File: src/rtl/bus_pkg.sv
// Shared types for the burst bus master: FSM state encoding and transfer mode values.
package bus_pkg;

   typedef enum logic [2:0] {
      IDLE = 3'd0,
      REQ  = 3'd1,
      XFER = 3'd2,
      DONE = 3'd3,
      ERR  = 3'd4
   } bm_state_e;

   localparam logic MODE_READ  = 1'b0;
   localparam logic MODE_WRITE = 1'b1;

endpackage

File: src/rtl/bus_wait_timer.sv
// Wait-cycle counter for the burst master: counts while run_i is high, clears on clr_i,
// and flags expire_o on the cycle the count would reach LIMIT.
module bus_wait_timer #(
   parameter int LIMIT = 64
) (
   input  logic clk,
   input  logic rst_n,
   input  logic clr_i,
   input  logic run_i,
   output logic expire_o
);

   localparam int CW = $clog2(LIMIT + 1);

   logic [CW-1:0] cnt_q, cnt_d;

   // Expiry is combinational so the FSM leaves on exactly the LIMIT-th waiting cycle.
   assign expire_o = run_i && (cnt_q == CW'(LIMIT - 1));

   always_comb begin
      cnt_d = cnt_q;
      if (clr_i) begin
         cnt_d = '0;
      end else if (run_i && !expire_o) begin
         cnt_d = cnt_q + CW'(1);
      end
   end

   always_ff @(posedge clk or negedge rst_n) begin
      if (!rst_n) begin
         cnt_q <= '0;
      end else begin
         cnt_q <= cnt_d;
      end
   end

endmodule

File: src/rtl/bus_master_burst.sv
// Burst system-bus master: arbitrates via breq/bgrant, runs 1..2**LEN_W incrementing beats.
// Optional wait timeout (REQ/XFER stall -> ERR) is built when MASTER_TIMEOUT_EN is defined.
module bus_master_burst
   import bus_pkg::*;
#(
   parameter int ADDR_W      = 16,
   parameter int DATA_W      = 8,
   parameter int LEN_W       = 4,
   parameter int TIMEOUT_CYC = 64
) (
   input  logic              clk,
   input  logic              rst_n,
   output logic              breq,
   input  logic              bgrant,
   output logic              mode,
   output logic [ADDR_W-1:0] addr,
   output logic [DATA_W-1:0] wdata,
   input  logic [DATA_W-1:0] rdata,
   output logic              valid,
   input  logic              ready,
   input  logic              u_start,
   input  logic              u_mode,
   input  logic [ADDR_W-1:0] u_addr,
   input  logic [LEN_W-1:0]  u_len,
   input  logic [DATA_W-1:0] u_wdata,
   output logic              u_wnext,
   output logic [DATA_W-1:0] u_rdata,
   output logic              u_rvalid,
   output logic              u_busy,
   output logic              u_done,
   output logic              u_err,
   output logic [2:0]        state_show
);

   bm_state_e         state_q, state_d;
   logic              mode_q, mode_d;
   logic [ADDR_W-1:0] addr_q, addr_d;
   logic [DATA_W-1:0] wdata_q, wdata_d;
   logic [DATA_W-1:0] rdata_q, rdata_d;
   logic [LEN_W-1:0]  len_q, len_d;
   logic [LEN_W-1:0]  count_q, count_d;
   logic              rvalid_q, rvalid_d;
   logic              wnext_q, wnext_d;
   logic              beat_done;
   logic              last_beat;
   logic              expire;

   assign beat_done = (state_q == XFER) && ready;
   assign last_beat = (count_q == len_q);

`ifdef MASTER_TIMEOUT_EN
   logic tmr_run;
   logic tmr_clr;

   assign tmr_run = ((state_q == REQ) && !bgrant) || ((state_q == XFER) && !ready);
   assign tmr_clr = ((state_q == REQ) && bgrant) || beat_done ||
                    (state_q == IDLE) || (state_q == DONE) || (state_q == ERR);

   bus_wait_timer #(
      .LIMIT (TIMEOUT_CYC)
   ) u_wait_timer (
      .clk      (clk),
      .rst_n    (rst_n),
      .clr_i    (tmr_clr),
      .run_i    (tmr_run),
      .expire_o (expire)
   );
`else
   assign expire = 1'b0;
`endif

   // Write data is prefetched: u_wdata is registered when a beat becomes current and
   // u_wnext then asks the user for the following beat, so beats run back to back.
   always_comb begin
      // NOTE: every _d gets a default first so no path through the case infers a latch.
      state_d  = state_q;
      mode_d   = mode_q;
      addr_d   = addr_q;
      wdata_d  = wdata_q;
      rdata_d  = rdata_q;
      len_d    = len_q;
      count_d  = count_q;
      rvalid_d = 1'b0;
      wnext_d  = 1'b0;
      unique case (state_q)
         IDLE: begin
            if (u_start) begin
               state_d = REQ;
               mode_d  = u_mode;
               addr_d  = u_addr;
               len_d   = u_len;
               count_d = '0;
               if (u_mode == MODE_WRITE) begin
                  wdata_d = u_wdata;
                  wnext_d = 1'b1;
               end
            end
         end
         REQ: begin
            if (bgrant)      state_d = XFER;
            else if (expire) state_d = ERR;
         end
         XFER: begin
            if (beat_done) begin
               count_d = count_q + LEN_W'(1);
               addr_d  = addr_q + ADDR_W'(1);
               if (mode_q == MODE_READ) begin
                  rdata_d  = rdata;
                  rvalid_d = 1'b1;
               end else if (!last_beat) begin
                  wdata_d = u_wdata;
                  wnext_d = 1'b1;
               end
               if (last_beat)    state_d = DONE;
               else if (!bgrant) state_d = REQ;
            end else if (expire) begin
               state_d = ERR;
            end else if (!bgrant) begin
               state_d = REQ;
            end
         end
         DONE:    state_d = IDLE;
         ERR:     state_d = IDLE;
         default: state_d = IDLE;
      endcase
   end

   always_ff @(posedge clk or negedge rst_n) begin
      if (!rst_n) begin
         state_q  <= IDLE;
         mode_q   <= MODE_READ;
         addr_q   <= '0;
         wdata_q  <= '0;
         rdata_q  <= '0;
         len_q    <= '0;
         count_q  <= '0;
         rvalid_q <= 1'b0;
         wnext_q  <= 1'b0;
      end else begin
         // NOTE: non-blocking updates so every register samples the pre-edge values.
         state_q  <= state_d;
         mode_q   <= mode_d;
         addr_q   <= addr_d;
         wdata_q  <= wdata_d;
         rdata_q  <= rdata_d;
         len_q    <= len_d;
         count_q  <= count_d;
         rvalid_q <= rvalid_d;
         wnext_q  <= wnext_d;
      end
   end

   assign breq       = (state_q == REQ) || (state_q == XFER);
   assign valid      = (state_q == XFER);
   assign mode       = mode_q;
   assign addr       = addr_q;
   assign wdata      = wdata_q;
   assign u_rdata    = rdata_q;
   assign u_rvalid   = rvalid_q;
   assign u_wnext    = wnext_q;
   assign u_busy     = (state_q != IDLE);
   assign u_done     = (state_q == DONE);
   assign u_err      = (state_q == ERR);
   assign state_show = state_q;

endmodule
File: config.mk
export PLATFORM = sky130hd
export DESIGN_NAME = bus_master_burst
export DESIGN_NICKNAME = d
export VERILOG_FILES = /design/src/rtl/bus_pkg.sv /design/src/rtl/bus_wait_timer.sv /design/src/rtl/bus_master_burst.sv
export SDC_FILE = /design/constraint.sdc
export NUM_CORES = 1
export LEC_CHECK = 0
export ABC_AREA = 1
export CAP_MARGIN = 20
export CORE_MARGIN = 5
export CORE_UTILIZATION = 24
export DETAILED_ROUTE_END_ITERATION = 10
export MAX_ROUTING_LAYER = met4
export PLACE_DENSITY_LB_ADDON = 0.2
export SETUP_SLACK_MARGIN = 0.5
export SYNTH_ARGS = -nofsm -noshare
export SYNTH_HDL_FRONTEND = slang
export SYNTH_SLANG_ARGS = --single-unit
File: constraint.sdc
create_clock -name clk -period 2 [get_ports clk]
set_input_delay 0.6 -clock clk [delete_from_list [all_inputs] [get_ports clk]]
set_output_delay 0.6 -clock clk [all_outputs]
set_load 0.05 [all_outputs]
Word-level counts from Yosys, hierarchy flattened. Index checks and enable logic that the tools add are counted.

Output and inout port bits: 43. Input bits: 42. Register bits: 46.

Bitwise operators: 1. Muxes and demuxes: 27. Equal/unequal tests: 11. Add/subtract/negate cells: 2. Reduce and logical (&&, ||, !) cells: 10.

Operator list (number): $mux W8 (5); $mux W16 (2); $pmux W16 S2 (1); $add A16 B1 Y16 const B (1); $pmux W8 S2 (1); $mux W3 (5); $pmux W3 S3 (1); $mux W1 (8); $mux W4 (2); $ne A2 B2 Y1 const B (4); $pmux W4 S2 (1); $eq A3 B2 Y1 const B (2); $reduce_and A3 Y1 (2); $reduce_and A6 Y1 (1); $add A4 B1 Y4 const B (1); $eq A4 B4 Y1 (1); $ne A2 B1 Y1 const B (2); $reduce_and A2 Y1 (2); $eq A3 B1 Y1 const B (1); $eq A3 B3 Y1 const B (1); $logic_not A3 Y1 (1); $reduce_bool A3 Y1 (1); $pmux W1 S2 (1); $reduce_bool A2 Y1 (1); 3 further kinds (3).

Longest topological paths before layout.
Depth after elaboration: 5. Depth in mapped cells: 10. Mapped depth without buffers: 9.

Least setup slack after synthesis. Ideal clock, no wire load.

Kind: register to output. From: register state_q[2], in the netlist state_show[2]. To: output port u_err. Path buffers: 0. Slack: -0.456 ns. Data arrival time: 1.856 ns. Stages on the path, launching flop included: 3. Cells stage by stage: dfrtp_1 inv_1 nor3_1.

Longest elaborated chain between the ends: 1.

Ends and longest elaborated chain: start: declaration (RTL line bus_master_burst.sv:35) `bm_state_e state_q, state_d;`; start signal: assignment (RTL line bus_master_burst.sv:141) `state_q <= state_d;`; $eq A3 B3 Y1 (RTL line bus_master_burst.sv:163) `assign u_err = (state_q == ERR);`; end: declaration (RTL line bus_master_burst.sv:31) `output logic u_err,`.

No other way between the ends.

Worst setup path in the final report.
From: register state_q[1], in the netlist state_show[1]. To: output port breq.

Longest elaborated chain between the ends: 2. Elaborated cells between the ends (all ways): 3.

Ends and longest elaborated chain: $eq A3 B1 Y1 or $eq A3 B2 Y1 (tied branches) (RTL line bus_master_burst.sv:153) `assign breq = (state_q == REQ) || (state_q == XFER);`; $logic_or A1 B1 Y1 * (RTL line bus_master_burst.sv:153); end: declaration (RTL line bus_master_burst.sv:13) `output logic breq,`.

Every way passes the cells marked *; elsewhere a longest branch is shown, timed or not.

==> run_results.csv <==
group,metric,value,unit
run_status,status,"completed",
global_route,grt_pass1_vias,2710,
clock_tree,path_clk_slew,0.10,ns
route,drtIter0Drc,54,
route,wl_met2,4.217,mm
setup_path,crit_buf_inv,2,
setup_path,cp_cell_sequence,"buf_12, nand2_8, nand2_8, buf_12",
route,top_layer_used,"met4",
run,cap_viol_max_count,0,
cells_and_area,nNetsFinal,519,
setup_path,cp-start-kind,"flop",
route,totalWireLength,8.420,mm
setup_path,path_class,"reg -> out",
floorplanning,die_w,112.3,microns
clock_tree,ctsHoldBuffers,0,
global_route,antenna_found_initial,0,
timing,finalHoldViolCount,0,
timing,finalSetupViolCount,0,
floorplanning,die-area,12620,sq um
min_path,min_path_type,"in -> async",
setup_path,end_kind,"output pin",
timing,slew_viol_final,0,
timing,grt_setup_unrepaired,"yes",
cells_and_area,antenna_cells,0,
placement,place_hpwl,5.174,mm
global_route,grt.total_usage,0.1303,
global_route,grt_overflow,0,
timing,finalCriticalPeriod,1.874,ns
setup_path,cp.required,1.40,ns
global_route,grt_pass1_wl,13.30,mm
route,drc,0,
cells_and_area,final_layout_size_suffix_gt1_frac,0.4034,
yosys,synth.net_count,375,
yosys,syn_avg_cell_area,7.594,sq um
pwr,p_total,6.847,mW
clock_tree,clockRootBuffer,"clkbuf_8",
setup_path,path_max_fanout,4,
cells_and_area,final_cells,612,
route,via_per_inst,4.454,
setup_path,r2r_slack,0.19,ns
clock_tree,numCtsBuffers,5,
timing,tns,0,ns
setup_path,crit_family,"flip-flops",
setup_path,max_stage_delay,0.55,ns
clock_tree,clock_sinks,46,
clock_tree,clock_latency,0.30,ns
pwr,p_leak,2.221,nW
yosys,ys_seq_elements,46,
timing,timing.fmax,0.5336,GHz
setup_path,crit_arrival,1.27,ns
setup_path,slowest_stage,"dfrtp_4",
setup_path,r2r-end,"u_rdata[4]",
route,postRouteAntennaNets,0,
route,post_drt_wl_per_cell,13.76,microns
route,met1_length,3.637,mm
route,route.met3.wl,482,microns
floorplanning,design.core.area,10280,sq um
route,vias,2726,
placement,dp_cells,551,
global_route,grt_start_max_net_pins,47,
floorplanning,io_pins,85,
yosys,syn_inst,331,
pwr,power_per_cell_area,1493,nW/um^2
yosys,syn-cell-area,2514,sq um
placement,numPortBuffers,84,
floorplanning,start_util,0.2446,
clock_tree,htree_num_levels,2,
yosys,synth_cell_types,32,
placement,gp_congestion,0.8234,
timing,min_period_over_period,0.9371,
cells_and_area,area_growth,82.48,%
floorplanning,fp.dieH,112.3,microns
clock_tree,cts_max_path_buffers,2,
setup_path,reg2reg_from,"state_show[0]",
pwr,peakVddDrop,825.6,uV
timing,fin_skew,0.009262,ns
route,first_pass_iters,4,
clock_tree,cts_tree,"built",
yosys,ys_seq_area_frac,0.4579,
yosys,ys_warn_count,0,
setup_path,reg2reg_depth,11,
floorplanning,fp-row-count,37,
==> kinds of logic (layout without fill, tap and decap cells) <==
group,count (synthesis),after routing,share of synthesized area
AND/OR/NAND/NOR,197,202,0.3559
flip-flops,46,46,0.4579
other,1,1,0.001492
AO/OA/AOI/OAI,40,40,0.08959
buffers and inverters,41,181,0.07118
adder cells (fa/ha/maj),2,2,0.009954
XOR/XNOR,4,4,0.01394
==> worst max path at each step <==
stage / startpoint / end / slack [ns] / depth (start not counted)
after floorplan: state_show[2] / breq / 0.29 / 4
after global placement: ready / addr[13] / 0.03 / 9
after detailed placement: ready / addr[14] / -0.003 / 9
after CTS: state_show[1] / valid / 0.12 / 4
after global routing: state_show[0] / u_busy / 0.08 / 4
final: state_show[1] / breq / 0.13 / 4
==> registers in the layout, summed over array words and instances, names as in the netlist <==
name	flops
u_wnext	1
u_rdata	8
len_q	4
wdata	8
u_rvalid	1
mode	1
count_q	4
addr	16
state_show	3
==> power breakdown <==
part	switching (mW)	total (mW)	internal (mW)
sequential	0.349	1.69	1.34
clock	0.337	0.706	0.369
combinational	2.66	4.45	1.79
==> cell type report <==
type                       instances  area (sq um)
multi-input combinational        249          1511
inverter                          34         155.1
tap                              136         170.2
clock buffer                       5         68.82
fill                            1039          5690
timing repair buffer             139          1473
sequential                        46          1169
clock inverter                     3         40.04
==> per-stage QoR <==
step,setup slack (ns),cell area (sq um),utilization,hold WS [ns]
6_report,0.1258,4587,0.4463,0.2672
3_5_place_dp,-0.002559,3560,0.3464,0.4723
4_1_cts,0.1161,4175,0.4063,0.2717
5_1_grt,0.07503,4587,0.4463,0.2813
3_3_place_gp,0.03186,3560,0.3464,0.4711
2_1_floorplan,0.2914,2595,-,0.3044
==> repair_timing <==
action,4_1_cts,5_1_grt
setup endpoints to repair,63,84
setup buffers,30,17
pin swaps,9,27
cloned,4,2
resized for setup,45,76
==> layout by cell type, fill, tap and decap left out, types with 2 or more instances in the layout <==
master            n
nand2_1          95
buf_6            45
clkdlybuf4s50_1  40
buf_4            40
dfrtp_1          34
inv_1            29
nand3_1          27
nand2_2          23
nor2_1           20
dfrtp_2          11
buf_12           11
nand2_8           9
o21ai_2           8
a21oi_1           8
o21ai_0           8
a21oi_2           7
nand2_4           6
nand4_1           5
clkbuf_8          5
nor2_4            4
xor2_1            4
o21ai_1           4
inv_6             2
nand3_4           2
nor2_8            2
inv_8             2
nor2_2            2
nor3_1            2
or2_2             2
o22ai_1           2
ha_1              2
clkinv_2          2
==> cells in the mapped netlist (all sizes together) <==
master | n | area share
nand2 | 128 | 0.21
dfrtp | 46 | 0.46
inv | 33 | 0.050
nand3 | 30 | 0.060
nor2 | 28 | 0.062
o21ai | 20 | 0.046
a21oi | 15 | 0.030
buf | 5 | 0.016
nand4 | 5 | 0.012
nor3 | 4 | 0.0080
xor2 | 4 | 0.014
clkbuf | 2 | 0.0035
ha | 2 | 0.010
o22ai | 2 | 0.0050
or2 | 2 | 0.0050
a22o | 1 | 0.0035
a31oi | 1 | 0.0025
clkinv | 1 | 0.0015
conb | 1 | 0.0015
o21bai | 1 | 0.0030
==> worst reg2reg max path, cell delays in order (launching register included) <==
cell and delay, ns:
dfrtp_2 0.44, nor2_4 0.20, nand2_8 0.10, buf_6 0.13, buf_6 0.12, nor2_8 0.16, buf_6 0.13, buf_12 0.10
nand2_8 0.06, buf_8 0.16, nand2_2 0.07, nand2_2 0.05
==> per-layer routing <==
layer  global-route usage  vias up
li1                     -     1356
met1               0.1691     1279
met2               0.2137       85
met3              0.02534        6
met4              0.02484        0
met5                    -        -
(Power assumes the default switching activity.)
==> patch 1: new RTL, same flow settings <==
`wdata_q` no longer has a reset.
--- a/src/rtl/bus_master_burst.sv
+++ b/src/rtl/bus_master_burst.sv
@@ -130,7 +130,6 @@
          state_q  <= IDLE;
          mode_q   <= MODE_READ;
          addr_q   <= '0;
-         wdata_q  <= '0;
          rdata_q  <= '0;
          len_q    <= '0;
          count_q  <= '0;
@@ -141,13 +140,16 @@
          state_q  <= state_d;
          mode_q   <= mode_d;
          addr_q   <= addr_d;
-         wdata_q  <= wdata_d;
          rdata_q  <= rdata_d;
          len_q    <= len_d;
          count_q  <= count_d;
          rvalid_q <= rvalid_d;
          wnext_q  <= wnext_d;
       end
+   end
+
+   always_ff @(posedge clk) begin
+      wdata_q <= wdata_d;
    end
 
    assign breq       = (state_q == REQ) || (state_q == XFER);
Formal check against the unedited RTL: not equivalent (Yosys sat finds a counterexample within 4 cycles, from zero or initial values and one cycle with rst_n low).
==> patch 1 against the unedited design <==
  * Register-to-register slack improved by 0.19 ns
  * Utilization decreased by 4.0 points
  * Worst hold slack got worse by 0.022 ns
  * Power decreased by 13%
  * Sequential cell count unchanged
  * Synthesized cell count decreased by 3.9%
  * Setup slack improved by 0.046 ns
  * Cell area decreased by 7.7%
  * Critical path depth unchanged
  * Global-route usage decreased by 0.94 points
  * Area after synthesis increased by 2.4%
  * Routed wire length decreased by 12%
  * Count of clock-buffer cells in the layout unchanged
  * Critical path type unchanged
==> patch 1: results (changes against the unedited design) <==
Critical path
  • Critical Path Fanout Max: 3 (-1)
  • Slowest stage delay, CP: 0.45 ns (-0.10 ns)
  • Crit path DAT: 1.23 ns (-0.04 ns)
  • Slowest CP cell: dfrtp_2

Global route
  • GRT Util Overall: 12.09% (-0.94 points)
  • Largest net degree at the start of global routing: 26 (-45%)
  • Met1 Use GR: 15.82% (-1.1 points)
  • Vias in the first global route: 2438 (-10%)

Route
  • Wire per inst: 12.95 um (-5.9%)
  • WL met3: 549 um (+14%)
  • Met1 wire length: 3501 um (-3.7%)
  • Vias per std cell: 4.245 (-4.7%)
  • Initial DRC count: 94 (+74%)
  • Met2 wire length: 3346 um (-21%)

Die
  • Chip Width: 113.6 um (+1.1%)

Logic synthesis
  • Synth top area cells: dfrtp_1, nand2_1, edfxtp_1, nand3_1, inv_1
  • Compound-Gate Fraction of Synth Area: 7.969% (-0.99 points)
  • Synth cell types: 34 (+6.3%)
  • Post-Synth Adder-Cell Area: 0.9718% (-0.024 points)
  • Post-synth top cells: nand2_1, dfrtp_1, inv_1
  • Number of synthesized flops with an enable pin: 8 (+8)
  • Xor/xnor share of the synthesized area: 1.701% (+0.31 points)
  • Register area share after synthesis: 46.26% (+0.46 points)
  • Post-synthesis area per instance: 8.097 um2 (+6.6%)
  • Post-synth net total: 362 (-3.5%)
  • Post-synth ARST share: 82.61% (-17 points)

Finish
  • Fillers: 1055 (+1.5%)
  • Final net count: 482 (-7.1%)
  • Post-Layout Cell Count: 575 (-6.0%)
  • Synth-to-layout area growth: 64.43%

Place
  • Placed instance area: 3585 um2 (+0.70%)
  • Routability congestion estimate: 0.8327 (+1.1%)
  • Port bufs: 84 (unchanged)
  • DP Cell Count: 538 (-2.4%)
  • HPWL after DPL: 5425 um (+4.8%)

Pwr
  • P_leak: 0.001949 uW (-12%)
  • Switching Share: 46.83% (-2.0 points)
  • Comb power frac: 61.1% (-3.9 points)
  • Seq pwr: 1580 uW (-7%)
  • PwrDens: 1404 nW/um2 (-5.9%)

Status
  • Status: finished, final reports clean

Timing
  • Setup Skew: 0.005655 ns (-0.003607 ns)
-- patch 1: cell count changes after synthesis, sizes merged, moves of 2 or more --
cell	change
edfxtp	+8
o21ai	+3
a21oi	-11
or2	+5
o22ai	-2
nand2	-10
dfrtp	-8
nand3	-4
buf	+3
inv	+2
clkbuf	-2
-- patch 1: area by class of cell --
cell class	instances	area share, %
well taps	136	4.019
clock buffers	5	1.625
clock inverters	3	1.064
multi-input cells	227	29.17
inverters	37	3.783
repair buffers	121	31.77
flip-flops and latches	46	28.58
-- patch 1: cells by family after synthesis --
group	after synthesis
flip-flops	46
adder cells (fa/ha/maj)	2
other	1
AND/OR/NAND/NOR	189
XOR/XNOR	5
buffers and inverters	45
AO/OA/AOI/OAI	30
-- patch 1: worst paths after layout --
| kind | startpoint | end | slack, ns | cells after the start |
|---|---|---|---|---|
| max | state_show[2] | breq | 0.17 | 4 |
| min | rst_n | addr[1] | 0.25 | 1 |
| min in group clk | u_rdata[6] | u_rdata[6] | 0.52 | 2 |
| min reg2reg | u_rdata[6] | u_rdata[6] | 0.52 | 2 |
| max in group asynchronous | rst_n | addr[4] | 1.26 | 2 |
| max reg2reg | state_show[2] | wdata[7] | 0.38 | 7 |
-- patch 1: through the flow --
| step | hold WS (ns) | setup slack [ns] |
|---|---|---|
| after floorplan | 0.3044 | 0.2830 |
| final | 0.2451 | 0.1721 |
| after detailed placement | 0.4701 | 0.03075 |
| after CTS | 0.2563 | 0.1393 |
| after global placement | 0.4706 | 0.06903 |
| after global routing | 0.2757 | 0.1120 |
-- patch 1: what timing repair did --
action	CTS	global route
hold buffers	0	0
endpoints found under the setup margin	71	75
pin swaps	4	3
buffers inserted	24	4
resized for setup	57	21
cloned	1	0
==> patch 2: new RTL, config.mk and constraints unchanged <==
Without the edit above. `DATA_W`: 8 -> 10.
--- a/src/rtl/bus_master_burst.sv
+++ b/src/rtl/bus_master_burst.sv
@@ -4,7 +4,7 @@
    import bus_pkg::*;
 #(
    parameter int ADDR_W      = 16,
-   parameter int DATA_W      = 8,
+   parameter int DATA_W      = 10,
    parameter int LEN_W       = 4,
    parameter int TIMEOUT_CYC = 64
 ) (
Interface: changed (resized rdata, u_rdata, u_wdata and wdata); port bits go from 85 to 93. The function was not compared with the original's and may differ.
==> patch 2 against the unedited design <==
  * Power up 7.1%
  * Area after synthesis up 7.3%
  * Synthesized cell count up 9.4%
  * Cell area up 4.7%
  * Setup slack better by 0.033 ns
  * Routed wire length up 2.5%
  * Clock skew up 0.0037 ns
  * Sequential cell count up 4
  * Critical path type unchanged
==> patch 2: results (changes against the unedited design) <==
Global route
  • GR Layer Usage met3: 3.029% (+0.50 points)
  • Met1 Use GR: 17.31% (+0.40 points)
  • Initial antenna violation count: 0 (unchanged)
  • First-pass GRT wire length: 14310 um (+7.6%)
  • Vias in the first global route: 2898 (+6.9%)
  • Routing usage on met2: 22.40% (+1.0 points)
  • GRT Util Overall: 13.71% (+0.68 points)
  • Largest net degree at the start of global routing: 51 (+8.5%)

Critical path
  • Crit path DAT: 1.24 ns (-0.03 ns)
  • Critical Path Fanout Max: 6 (+2)
  • R2R Path Start: state_show[1]

Finish
  • Max reg flops: 16 (unchanged)
  • Signal buf overhead: 33.30% (+1.2 points)
  • ClkCell Share: 3.544% (+1.2 points)
  • Seq/total area: 26.37% (+0.89 points)
  • Final net count: 547 (+5.4%)
  • Logic inverters: 36 (+5.9%)
  • Util after Layout: 43.91% (-0.72 points)
  • Fillers: 1092 (+5.1%)

Place
  • DP Cell Count: 595 (+8.0%)
  • Placed instance area: 3854 um2 (+8.3%)
  • DP Worst Slack: -0.03129 ns (-0.02873 ns)
  • Port bufs: 92 (+9.5%)
  • HPWL after DPL: 5728 um (+11%)
  • Routability congestion estimate: 0.8289 (+0.67%)

Die
  • Die area: 13460 um2 (+6.7%)

Logic synthesis
  • Post-Synth Adder-Cell Area: 0.9276% (-0.068 points)
  • Compound-Gate Fraction of Synth Area: 5.705% (-3.3 points)
  • Register area share after synthesis: 46.38% (+0.59 points)
  • Synth cell types: 29 (-9.4%)
  • Synth top area cells: dfrtp_1, nand2_1, nand3_1, inv_1, nor2_1
  • Post-synth net total: 410 (+9.3%)
  • Post-synthesis area per instance: 7.452 um2 (-1.9%)
  • Post-synth top cells: nand2_1, dfrtp_1, nand3_1

Route
  • DR pass1 iterations: 4 (unchanged)
  • WL met3: 592 um (+23%)
  • Initial DRC count: 150 (+180%)
  • Final wirelength: 8634 um (+2.5%)
  • Wire per inst: 13.49 um (-1.9%)
  • Vias: 2818 (+3.4%)
  • Met1 wire length: 3765 um (+3.5%)
  • Detail Route Antenna Nets: 0 (unchanged)
  • Met2 wire length: 4176 um (-0.97%)

Clock network
  • Root Buffer: clkbuf_16
  • Reg clk slew, reported paths: 0.07 ns (-0.03 ns)
  • CTS sink cnt: 50 (+8.7%)

Pwr
  • P_leak: 0.002343 uW (+5.5%)
  • Max IR drop VDD: 749.3 uV (-9.2%)

Timing
  • Setup Skew: 0.01299 ns (+0.003728 ns)

Status
  • Status: finished, final reports clean
[patch 2: repair_timing]
action	CTS	global route
gates cloned	5	0
pin swaps	17	15
gates resized for setup	75	38
endpoints found under the setup margin	70	79
buffers inserted	25	7
[patch 2: path summary, 6_finish.rpt]
kind,end,slack [ns],cells past startpoint
setup reg to reg,addr[10],0.17,11
min in group clk,len_q[2],0.50,2
hold reg to reg,len_q[2],0.50,2
max in group asynchronous,addr[8],1.42,2
hold / removal,addr[0],0.28,2
setup / recovery,u_busy,0.16,4
[patch 2: where the power goes]
group | internal (uW) | total, uW | leakage, uW | switching, uW
Combinational | 1810 | 4480 | 0.00165 | 2670
Clock | 591 | 993 | 0.0000760 | 402
Sequential | 1460 | 1860 | 0.000613 | 402
Total | 3860 | 7330 | 0.00234 | 3470
[patch 2: worst max-delay path: stages, from the launching register on]
cell and delay [ns]:
dfrtp_4 0.55, inv_4 0.11, buf_12 0.10, nand2_4 0.05
buf_12 0.14
